### src/rtl/fetch_buffer.sv
// Instruction fetch buffer: DEPTH-entry FWFT queue of {pc, instr} with flush and misalignment detection.
// Optional same-cycle bypass on an empty buffer when FETCH_BUF_BYPASS_EN is defined.
module fetch_buffer #(
  parameter int DEPTH = 4
) (
  input  logic                   clk,
  input  logic                   rst,
  input  logic                   in_valid,
  output logic                   in_ready,
  input  logic [31:0]            in_pc,
  input  logic [31:0]            in_instr,
  output logic                   out_valid,
  input  logic                   out_ready,
  output logic [31:0]            out_pc,
  output logic [31:0]            out_instr,
  output logic [31:0]            out_pc_plus4,
  input  logic                   flush,
  output logic [$clog2(DEPTH):0] count,
  output logic                   misalign_err
);
  localparam int AW = $clog2(DEPTH);
  localparam logic [AW:0] FULL = (AW+1)'(DEPTH);

  typedef struct packed {
    logic [31:0] pc;
    logic [31:0] instr;
  } entry_t;

  entry_t          mem [DEPTH];
  entry_t          head;
  logic [AW-1:0]   wr_ptr, rd_ptr;
  logic            aligned, bypass, wr, pop;

  always_comb begin
    aligned  = (in_pc[1:0] == 2'b00);
`ifdef FETCH_BUF_BYPASS_EN
    bypass   = (count == '0) && !flush && in_valid && aligned;
`else
    bypass   = 1'b0;
`endif
    in_ready  = !flush && (count < FULL);
    out_valid = (!flush && (count != '0)) || bypass;
    head      = bypass ? '{pc: in_pc, instr: in_instr} : mem[rd_ptr];
    // A bypassed word taken by decode this cycle is never stored.
    wr  = in_valid && in_ready && aligned && !(bypass && out_ready);
    pop = out_valid && out_ready && !bypass;
  end

  assign out_pc       = head.pc;
  assign out_instr    = head.instr;
  assign out_pc_plus4 = head.pc + 32'd4;

  always_ff @(posedge clk) begin
    if (rst) begin
      wr_ptr       <= '0;
      rd_ptr       <= '0;
      count        <= '0;
      misalign_err <= 1'b0;
      for (int i = 0; i < DEPTH; i++) mem[i] <= '0;
    end else begin
      if (in_valid && in_ready && !aligned) misalign_err <= 1'b1;
      if (flush) begin
        wr_ptr <= '0;
        rd_ptr <= '0;
        count  <= '0;
      end else begin
        if (wr) begin
          mem[wr_ptr] <= '{pc: in_pc, instr: in_instr};
          wr_ptr      <= wr_ptr + AW'(1);
        end
        if (pop) rd_ptr <= rd_ptr + AW'(1);
        if (wr && !pop)      count <= count + (AW+1)'(1);
        else if (!wr && pop) count <= count - (AW+1)'(1);
      end
    end
  end
endmodule

### config.mk
export PLATFORM = sky130hd
export DESIGN_NAME = fetch_buffer
export DESIGN_NICKNAME = d
export VERILOG_FILES = /design/src/rtl/fetch_buffer.sv
export SDC_FILE = /design/constraint.sdc
export NUM_CORES = 1
export LEC_CHECK = 0
export ABC_AREA = 1
export BUFFER_PORTS_ARGS = -buffer_cell sky130_fd_sc_hd__buf_2
export CORE_MARGIN = 1
export CORE_UTILIZATION = 40
export CTS_BUF_LIST = sky130_fd_sc_hd__clkbuf_4
export DETAILED_ROUTE_END_ITERATION = 7
export SETUP_SLACK_MARGIN = 0.4
export SLEW_MARGIN = 30
export SYNTH_ARGS = -nofsm -noshare
export SYNTH_HDL_FRONTEND = slang
export SYNTH_SLANG_ARGS = --single-unit
### constraint.sdc
create_clock -name clk -period 5.2 [get_ports clk]
set_input_delay 0.26 -clock clk [delete_from_list [all_inputs] [get_ports clk]]
set_output_delay 0.26 -clock clk [all_outputs]
set_load 0.05 [all_outputs]
==> impl_metrics.csv, run 1 <==
group,metric,value,unit
floorplanning,core_area,31700,um2
drt,wl,35.5,mm
layout,nFillCells,3076,
floorplanning,die_w,182,um
drt,vias,10700,
timing,final.setup.tns,0,ns
cts,clk_pin_slew,0.06,ns
floorplanning,die_h,182,um
power,report.power.total,4.79,mW
drt,avgRoutedWirePerCell,16.4,um
layout,syn_to_final_growth,21.9,%
cts,clk_path_buf_depth,3,
synth,synth_edf_count,256,
drt,first_iter_violations,760,
floorplanning,dieArea,33100,um2
run_status,status,"completed",
synth,synth_common_cells,"nand2_1 (406), nor2_1 (327), edfxtp_1 (256)",
timing,drv_slew,0,
timing,finalCritPeriodShare,77.4,%
drt,dr.pass1.iters,5,
timing,hold_slack,0.275,ns
timing,period_minus_slack,4.03,ns
power,powerDensity,303,nW/um2
critical_path,crit_path_max_fanout,80,
critical_path,critPathRequiredTime,4.94,ns
drt,routed_via_density,4.94,
drt,ant_nets,0,
global_route,grt_pass1_vias,10400,
global_route,antenna_found_initial,4,
run,maxCapViolCount,0,
synth,syn_avg_cell_area,8.96,um2
place,place_hpwl,20.6,mm
timing,rsz0062_at_grt,"false",
timing,fmax,0.248,GHz
global_route,grt_first_pass_wirelength,55.4,mm
global_route,track_usage,21.6,%
cts,cts-root-buf,"clkbuf_4",
synth,synth-async-reset-ratio,0,%
synth,synth_top_cell_area_share,59.4,%
global_route,grt_max_degree,134,
cts,clk_latency,0.69,ns
critical_path,start_kind,"flip-flop",
cts,postCtsSetupRepairBufs,0,
floorplanning,std_cell_rows,65,
critical_path,critical_path_class,"reg2out",
global_route,grt.overflow.total,0,
floorplanning,io_pins,171,
timing,skew,0.0587,ns
timing,slew_headroom,35.4,%
cts,htreeDepth,3,
synth,synth-warning-count,0,
synth,yosysMostFrequentCell,"nand2_1",
timing,worst_pin_slew,0.968,ns
synth,yosysTopAreaCell,"edfxtp_1",
cts,cts_tree,"yes",
timing,finalSetupViolations,0,
min_path,hp-class,"in2reg",
synth,ys_top_cells_by_area,"edfxtp_1 (59%), nand2_1 (12%), nor2_1 (9.5%)",
floorplanning,start_util,40.8,%
place,place.gp.congestion,0.940,
synth,ys_seq_area_share,60.9,%
timing,hold_violations,0,
drt,drc,0,
place,dpl_worst_slack,1.70,ns
timing,setup_slack,1.17,ns
cts,clkSinkCount,266,
synth,netlist_area,12900,um2
power,power.leakage,7.13,nW
synth,synthFlopType,"edfxtp_1",
synth,yosysUniqueCellTypes,28,
layout,utilization,49.8,%
synth,synthCells,1445,
cts,cts-buffers-inserted,74,
layout,layout-drive-gt1-share,19.2,%
layout,nNetsFinal,1782,
critical_path,arrival,3.77,ns
place,io_buffers,170,
critical_path,critPathCaptureType,"primary output",
synth,ys_ff_latch,266,
power,ir_drop,0.154,mV
[through the flow]
stage          cell area (um2)  instances
3_3_place_gp             14100       1964
3_5_place_dp             14100       1966
4_1_cts                  15800       2160
2_1_floorplan            13000       1452
5_1_grt                  15800       2163
6_report                 15800       2163
[report_power, final]
group | total (mW) | switching, mW | internal (mW)
clock | 1.85 | 0.862 | 0.990
combinational | 0.484 | 0.354 | 0.130
sequential | 2.45 | 0.0236 | 2.43
[final cells by class]
type                            count  area (um2)  area share [%]
Clock buffer                      106         796            5.04
Antenna cell                        2        5.00          0.0317
Inverter                          117         448            2.84
Multi-Input combinational cell    995        4290            27.2
Clock inverter                     19         123           0.777
Sequential cell                   266        7890            50.0
Timing Repair Buffer              256        1730            11.0
Tap cell                          402         503            3.19
[repair_timing]
item / in CTS / in global routing
hold buffers: 69 / 0
endpoints found under the hold margin: 256 / 0
gates resized for setup: 0 / 0
[cells in the final DEF (no fill, tap or decap), types with 34 or more instances in the layout]
cell type	netlist	final
o21ai_0	79	76
dlygate4sd3_1	0	69
nand2_1	406	403
nor2_1	327	327
o22ai_1	34	34
clkbuf_4	0	106
buf_2	20	170
inv_1	113	113
nand3_1	75	75
edfxtp_1	256	256
[kinds of logic (layout without fill, tap and decap cells)]
kind of cell,Yosys count,count (layout),share of synthesized area (%)
AO/OA/AOI/OAI,123,123,5.14
XOR/XNOR,16,16,1.08
adder cells (fa/ha/maj),3,3,0.348
buffers and inverters,191,498,6.52
flip-flops,266,266,60.9
other,1,10,0.0290
AND/OR/NAND/NOR,845,845,25.9
[sequential cells by signal, indices dropped and copies added (netlist names), named ones only]
name / count
rd_ptr: 2
mem: 256
misalign_err: 1
count: 3
wr_ptr: 2
[path summary, 6_finish.rpt]
path / from / end / slack, ns / cells past startpoint
max reg2reg: count[2]$_SDFFE_PP0P_ / mem[2][48]$_SDFFCE_PN0P_ / 2.81 / 6
min reg2reg: misalign_err$_SDFFE_PP0P_ / misalign_err$_SDFFE_PP0P_ / 0.47 / 1
max: flip-flop / out_pc_plus4[16] / 1.17 / 11
min: in_pc[1] / wr_ptr[0]$_SDFFE_PP0P_ / 0.28 / 4
[per-layer routing]
metal	GRT usage, %	share of wire [%]	up-vias
met2	35.3	46	353
met4	7.13	2.0	4
met1	28.7	45	4992
li1	-	-	5277
met3	4.53	6.9	65
met5	0	0.076	-
[worst max-delay path: stages, from the launching register on]
cell and delay [ns]:
dfxtp_4 0.96, buf_4 0.62, nand2_1 0.15, nand2_1 0.10, nand2_1 0.05, nand2_1 0.13, ha_1 0.23, nand2_2 0.14
nor2_2 0.21, nand2_1 0.09, xor2_1 0.14, buf_2 0.28
(Power assumes the default switching activity.)
==> run 2: changes to the inputs <==
==> constraint.sdc (replaced) <==
create_clock -name clk -period 3.3 [get_ports clk]
set_input_delay 0.165 -clock clk [delete_from_list [all_inputs] [get_ports clk]]
set_output_delay 0.165 -clock clk [all_outputs]
set_load 0.05 [all_outputs]
==> impl_metrics.csv, run 2 (synthesis results as in run 1) <==
group,metric,value,unit
run_status,status,"completed",
place,io_buffers,170,
floorplanning,die_w,182,um
layout,multiInputGateArea,4510,um2
drt,routed_via_density,4.99,
floorplanning,std_cell_rows,65,
drt,first_iter_violations,748,
layout,layout_common_cells,"nand2_1 (385), nor2_1 (307), edfxtp_1 (256)",
power,report.power.total,7.58,mW
global_route,grt_max_degree,63,
layout,layout_commonest_cell,"nand2_1",
cts,clk_path_buf_depth,3,
layout,top_regs,"mem: 256 flops, count: 3 flops",
floorplanning,io_pins,171,
timing,drv_slew,0,
cts,clk_latency,0.70,ns
floorplanning,core_area,31700,um2
min_path,hp-class,"in2reg",
layout,seq_area,7900,um2
critical_path,critPathCaptureType,"primary output",
global_route,antenna_found_initial,1,
global_route,grt_first_pass_wirelength,56.9,mm
place,place.gp.congestion,0.932,
place,placedCellCount,1972,
critical_path,crit_path_max_fanout,14,
place,place_hpwl,21.6,mm
cts,cts-buffers-inserted,75,
layout,top_register,"mem",
critical_path,critPathRequiredTime,3.13,ns
layout,layout-drive-gt1-share,22.8,%
drt,ant_nets,0,
timing,skew,0.0494,ns
floorplanning,dieArea,33100,um2
timing,rsz0062_at_grt,"true",
timing,hold_violations,0,
layout,nFillCells,2983,
cts,cts_tree,"yes",
drt,vias,10900,
global_route,track_usage,22.4,%
power,powerDensity,462,nW/um2
drt,drc,0,
critical_path,critical_path_class,"reg2out",
layout,nNetsFinal,1804,
drt,dr.pass1.iters,5,
cts,clkSinkCount,266,
drt,wl,36.8,mm
global_route,grt.overflow.total,0,
layout,stdcell_count,2184,
drt,avgRoutedWirePerCell,16.9,um
power,ir_drop,0.286,mV
critical_path,arrival,2.60,ns
critical_path,start_kind,"flip-flop",
layout,largest_reg_flops,256,
timing,period_minus_slack,2.76,ns
timing,worst_pin_slew,0.913,ns
global_route,grt_pass1_vias,10500,
cts,htreeDepth,3,
cts,cts-root-buf,"clkbuf_4",
run,maxCapViolCount,0,
cts,clk_pin_slew,0.07,ns
power,power.leakage,7.33,nW
timing,finalSetupViolations,0,
timing,fmax,0.362,GHz
floorplanning,die_h,182,um
timing,finalCritPeriodShare,83.7,%
timing,final.setup.tns,0,ns
layout,syn_to_final_growth,26.7,%
timing,slew_headroom,39.2,%
floorplanning,start_util,40.8,%
run 2: cell types whose count changed in the layout (fill, tap and decap cells not counted), sizes merged, moves of 2 or more:
cell	before	now
clkinvlp	1	3
clkbuf	106	122
clkinv	15	11
buf	187	195
run 2: worst max-delay path: stages, from the launching register on:
cell,delay [ns]
dfxtp_4,0.42
buf_12,0.14
buf_16,0.13
nand2_1,0.07
nand2_1,0.07
nand2_1,0.05
nand2_2,0.14
nand2_2,0.09
nor2_2,0.14
nand2_2,0.09
nor2_4,0.11
xor2_1,0.23
buf_4,0.24
run 2: stage by stage:
stage	area [um2]	hold WS [ns]	setup WS, ns	utilization (%)
2_1_floorplan	13000	0.242	0.465	-
3_3_place_gp	14200	0.438	0.512	44.8
3_5_place_dp	14200	0.431	0.511	44.8
4_1_cts	16100	0.119	0.402	50.8
5_1_grt	16400	0.157	0.384	51.7
6_report	16400	0.167	0.537	51.7
run 2: power by group:
group / total, mW / switching [mW] / internal [mW] / leakage, nW
combinational: 0.804 / 0.576 / 0.228 / 4.07
clock: 2.92 / 1.37 / 1.55 / 0.546
sequential: 3.86 / 0.0344 / 3.83 / 2.71
run 2: layer usage:
metal	wire (um)	track usage (%)	part of all wire [%]	vias to the layer above
met5	0	0	0	-
met3	2570	4.83	7.0	57
met4	773	6.42	2.1	0
li1	-	-	-	5325
met2	17400	37.6	47	359
met1	16100	29.1	44	5147
run 2: what timing repair did:
item	CTS	global route
pin swaps	4	10
hold endpoints to repair	258	0
hold buffers	70	0
setup buffers	9	3
setup endpoints to repair	53	25
gates resized for setup	42	69
gates cloned	2	1
run 2: layout make-up:
type                       instances  share of cell area (%)
multi-input combinational        995                    27.5
sequential                       266                    48.1
clock inverter                    14                   0.488
inverter                         117                    2.89
antenna                            1                  0.0153
timing repair buffer             276                    12.7
clock buffer                     112                    5.12
tap                              402                    3.07
timing repair inverter             1                   0.122
run 2: path summary, 6_finish.rpt:
path         slack, ns  cells after the start                   start                      to
max               0.54                     12               flip-flop        out_pc_plus4[15]
min reg2reg       0.46                      2  rd_ptr[1]$_SDFFE_PP0P_               flip-flop
min               0.17                      4                in_pc[0]  wr_ptr[0]$_SDFFE_PP0P_
max reg2reg       0.96                      8   count[2]$_SDFFE_PP0P_    mem[3][61]$_DFFE_PP_
==> run 3: changes to the inputs <==
--- a/config.mk
+++ b/config.mk
@@ -5,7 +5,7 @@
 export SDC_FILE = /design/constraint.sdc
 export NUM_CORES = 1
 export LEC_CHECK = 0
-export ABC_AREA = 1
+export ABC_AREA = 0
 export BUFFER_PORTS_ARGS = -buffer_cell sky130_fd_sc_hd__buf_2
 export CORE_MARGIN = 1
 export CORE_UTILIZATION = 40
==> constraint.sdc (replaced) <==
create_clock -name clk -period 2.35 [get_ports clk]
set_input_delay 0.1175 -clock clk [delete_from_list [all_inputs] [get_ports clk]]
set_output_delay 0.1175 -clock clk [all_outputs]
set_load 0.05 [all_outputs]
==> impl_metrics.csv, run 3 <==
group,metric,value,unit
synth,synth-async-reset-ratio,0,%
power,powerDensity,625,nW/um2
layout,syn_to_final_growth,46.6,%
floorplanning,std_cell_rows,63,
drt,first_iter_violations,366,
timing,drv_slew,0,
timing,hold_violations,0,
critical_path,critPathCaptureType,"primary output",
power,power.internal,8.29,mW
power,p_seq_share,49.3,%
cts,clkSinkCount,266,
critical_path,start_kind,"flip-flop",
synth,ys_top_cells_by_area,"edfxtp_1 (64%), mux4_2 (11%), and2_1 (9.7%)",
cts,cts-root-buf,"clkbuf_4",
critical_path,endpoint,"out_pc_plus4[31]",
timing,finalSetupViolations,66,
critical_path,r2r_slack,0.43,ns
cts,cts-buffers-inserted,72,
place,place.gp.congestion,0.778,
global_route,grt.overflow.total,0,
timing,skew,0.0346,ns
synth,yosysTopAreaCell,"edfxtp_1",
critical_path,slowest_stage,"dfxtp_4",
layout,multiInputGateArea,4710,um2
floorplanning,core_area,29600,um2
power,power.leakage,7.08,nW
synth,synth-warning-count,0,
critical_path,critical_path_class,"reg2out",
place,dpl_worst_slack,-0.114,ns
cts,clk_pin_slew,0.06,ns
drt,avgRoutedWirePerCell,18.9,um
drt,ant_nets,0,
floorplanning,dieArea,30700,um2
place,io_buffers,170,
critical_path,crit_family,"buffers and inverters",
timing,rsz0062_at_grt,"true",
critical_path,cpPeakStageDelay,0.37,ns
layout,layout_commonest_cell,"edfxtp_1",
power,report.power.total,11.0,mW
power,pwr-share-clk,38.1,%
floorplanning,io_pins,171,
floorplanning,start_util,40.6,%
timing,worst_pin_slew,0.554,ns
power,net-switching-power,2.69,mW
drt,routed_via_density,4.90,
run_status,status,"finished with violations",
cts,clk_latency,0.68,ns
synth,synth_edf_count,256,
drt,vias,7681,
min_path,hp-class,"in2reg",
timing,slew_headroom,63.1,%
critical_path,arrival,2.81,ns
drt,drc,0,
synth,synthCells,751,
layout,stdcell_area,17600,um2
synth,synth_common_cells,"edfxtp_1 (256), and2_1 (187), and3_1 (66)",
global_route,grt_first_pass_wirelength,45.7,mm
floorplanning,die_w,175,um
run,maxCapViolCount,0,
timing,period_minus_slack,2.93,ns
layout,layout_common_cells,"edfxtp_1 (256), and2_1 (186), buf_6 (120)",
layout,largest_reg_flops,256,
drt,wl,29.7,mm
critical_path,critPathBufInv,4,
critical_path,r2r_cells,9,
floorplanning,die_h,175,um
global_route,track_usage,19.7,%
synth,synthFlopType,"edfxtp_1",
synth,yosysUniqueCellTypes,42,
layout,top_regs,"mem: 256 flops, count: 3 flops",
global_route,antenna_found_initial,3,
place,place_hpwl,16.7,mm
cts,clk_path_buf_depth,3,
cts,htreeDepth,3,
critical_path,cp_cell_sequence,"buf_12 -> buf_12 -> mux4_2 -> nand3_2 -> nor4_4 -> buf_4 -> nand4_1 -> xnor2_4 -> buf_6",
critical_path,reg2reg_to,"count[2]$_SDFFE_PP0P_",
layout,nNetsFinal,1200,
cts,cts_tree,"yes",
layout,seq_area,7910,um2
power,pwr-share-comb,12.6,%
power,p_sw_share,24.5,%
critical_path,cp_num_cells,9,
synth,synth_top_cell_area_share,64.1,%
layout,nFillCells,2256,
timing,fmax,0.342,GHz
synth,ys_ff_latch,266,
power,ir_drop,0.377,mV
timing,finalCritPeriodShare,125,%
layout,top_register,"mem",
run_status,violations,"negative setup slack",
place,dpl_cell_area,14400,um2
critical_path,worst_path_most_repeated_cell,"buf_12",
global_route,grt_max_degree,65,
critical_path,timing.rr.start,"count[1]$_SDFFE_PP0P_",
synth,ys_seq_area_share,65.7,%
global_route,grt_pass1_vias,8301,
timing,final.setup.tns,-17.50,ns
timing,setup_slack,-0.576,ns
synth,netlist_area,12000,um2
critical_path,crit_path_max_fanout,9,
synth,syn_avg_cell_area,16.0,um2
drt,dr.pass1.iters,5,
critical_path,critPathRequiredTime,2.23,ns
synth,yosysMostFrequentCell,"edfxtp_1",
layout,layout-drive-gt1-share,46.0,%
run 3: changes by cell type after synthesis, sizes merged, moves of 78 or more:
cell,change
o21ai,-78
inv,-111
nor2,-319
and2,+186
nand2,-409
run 3: worst min-delay path by stage:
stage / from / to / slack, ns / cells past startpoint
floorplan: rst / misalign_err$_SDFFE_PP0P_ / 0.19 / 1
global placement: in_valid / misalign_err$_SDFFE_PP0P_ / 0.41 / 3
detailed placement: in_instr[3] / mem[1][3]$_SDFFCE_PN0P_ / 0.43 / 2
CTS: in_pc[8] / mem[1][40]$_SDFFCE_PN0P_ / 0.22 / 3
global route: in_instr[4] / mem[3][4]$_DFFE_PP_ / 0.24 / 3
finish: in_instr[12] / mem[2][12]$_SDFFCE_PN0P_ / 0.28 / 3
run 3: timing repair:
item | 4_1_cts | 5_1_grt
resized for setup | 264 | 78
endpoints found under the setup margin | 98 | 388
hold buffers | 69 | 0
setup buffers | 8 | 23
gates cloned | 3 | 0
pin swaps | 19 | 22
endpoints found under the hold margin | 258 | 0
run 3: per-layer routing:
layer | share of wire [%] | vias to the layer above | GRT usage [%]
met5 | 0 | - | 0
met4 | 1.3 | 0 | 5.54
met2 | 53 | 209 | 35.2
met1 | 40 | 3830 | 23.8
met3 | 5.1 | 36 | 4.35
li1 | - | 3606 | -
run 3: cell type report:
class	instances	share of cell area, %
multi-input cells	437	26.8
well taps	390	2.77
flip-flops and latches	266	44.9
repair buffers	345	20.0
diodes	4	0.0569
clock inverters	18	0.861
clock buffers	103	4.40
inverters	6	0.171
run 3: cell families (layout without fill, tap and decap cells):
family,Yosys count,in the layout,share of synthesized area (%)
mux,65,65,12.2
fa+ha+maj,3,3,0.375
simple gates,320,320,16.7
buf+inv,55,472,2.12
xor+xnor,34,34,2.48
other cells,1,12,0.0312
compound gates,7,7,0.396
flops,266,266,65.7
run 3: worst reg2reg max path: cells and delay by family (launching register included):
family,cells,cell delay [ns]
compound gates,1,0.13
flops,1,0.37
buf+inv,1,0.03
xor+xnor,1,0.15
simple gates,4,0.71
fa+ha+maj,2,0.48
run 3: power groups by stage:
stage | clock (mW) | combinational (mW) | sequential, mW
2_1_floorplan | 0 | 0.695 | 5.51
3_3_place_gp | 0 | 1.06 | 5.52
3_5_place_dp | 0 | 1.06 | 5.52
4_1_cts | 4.31 | 1.33 | 5.42
5_1_grt | 4.55 | 1.45 | 5.44
6_report | 4.18 | 1.38 | 5.42
run 3: through the flow:
stage                     utilization (%)  cells  hold slack (ns)
after floorplan                         -    758            0.190
after global placement               48.9   1341            0.406
after detailed placement             48.9   1341            0.429
after CTS                            57.8   1542            0.221
after global routing                 59.5   1569            0.242
final                                59.5   1569            0.279
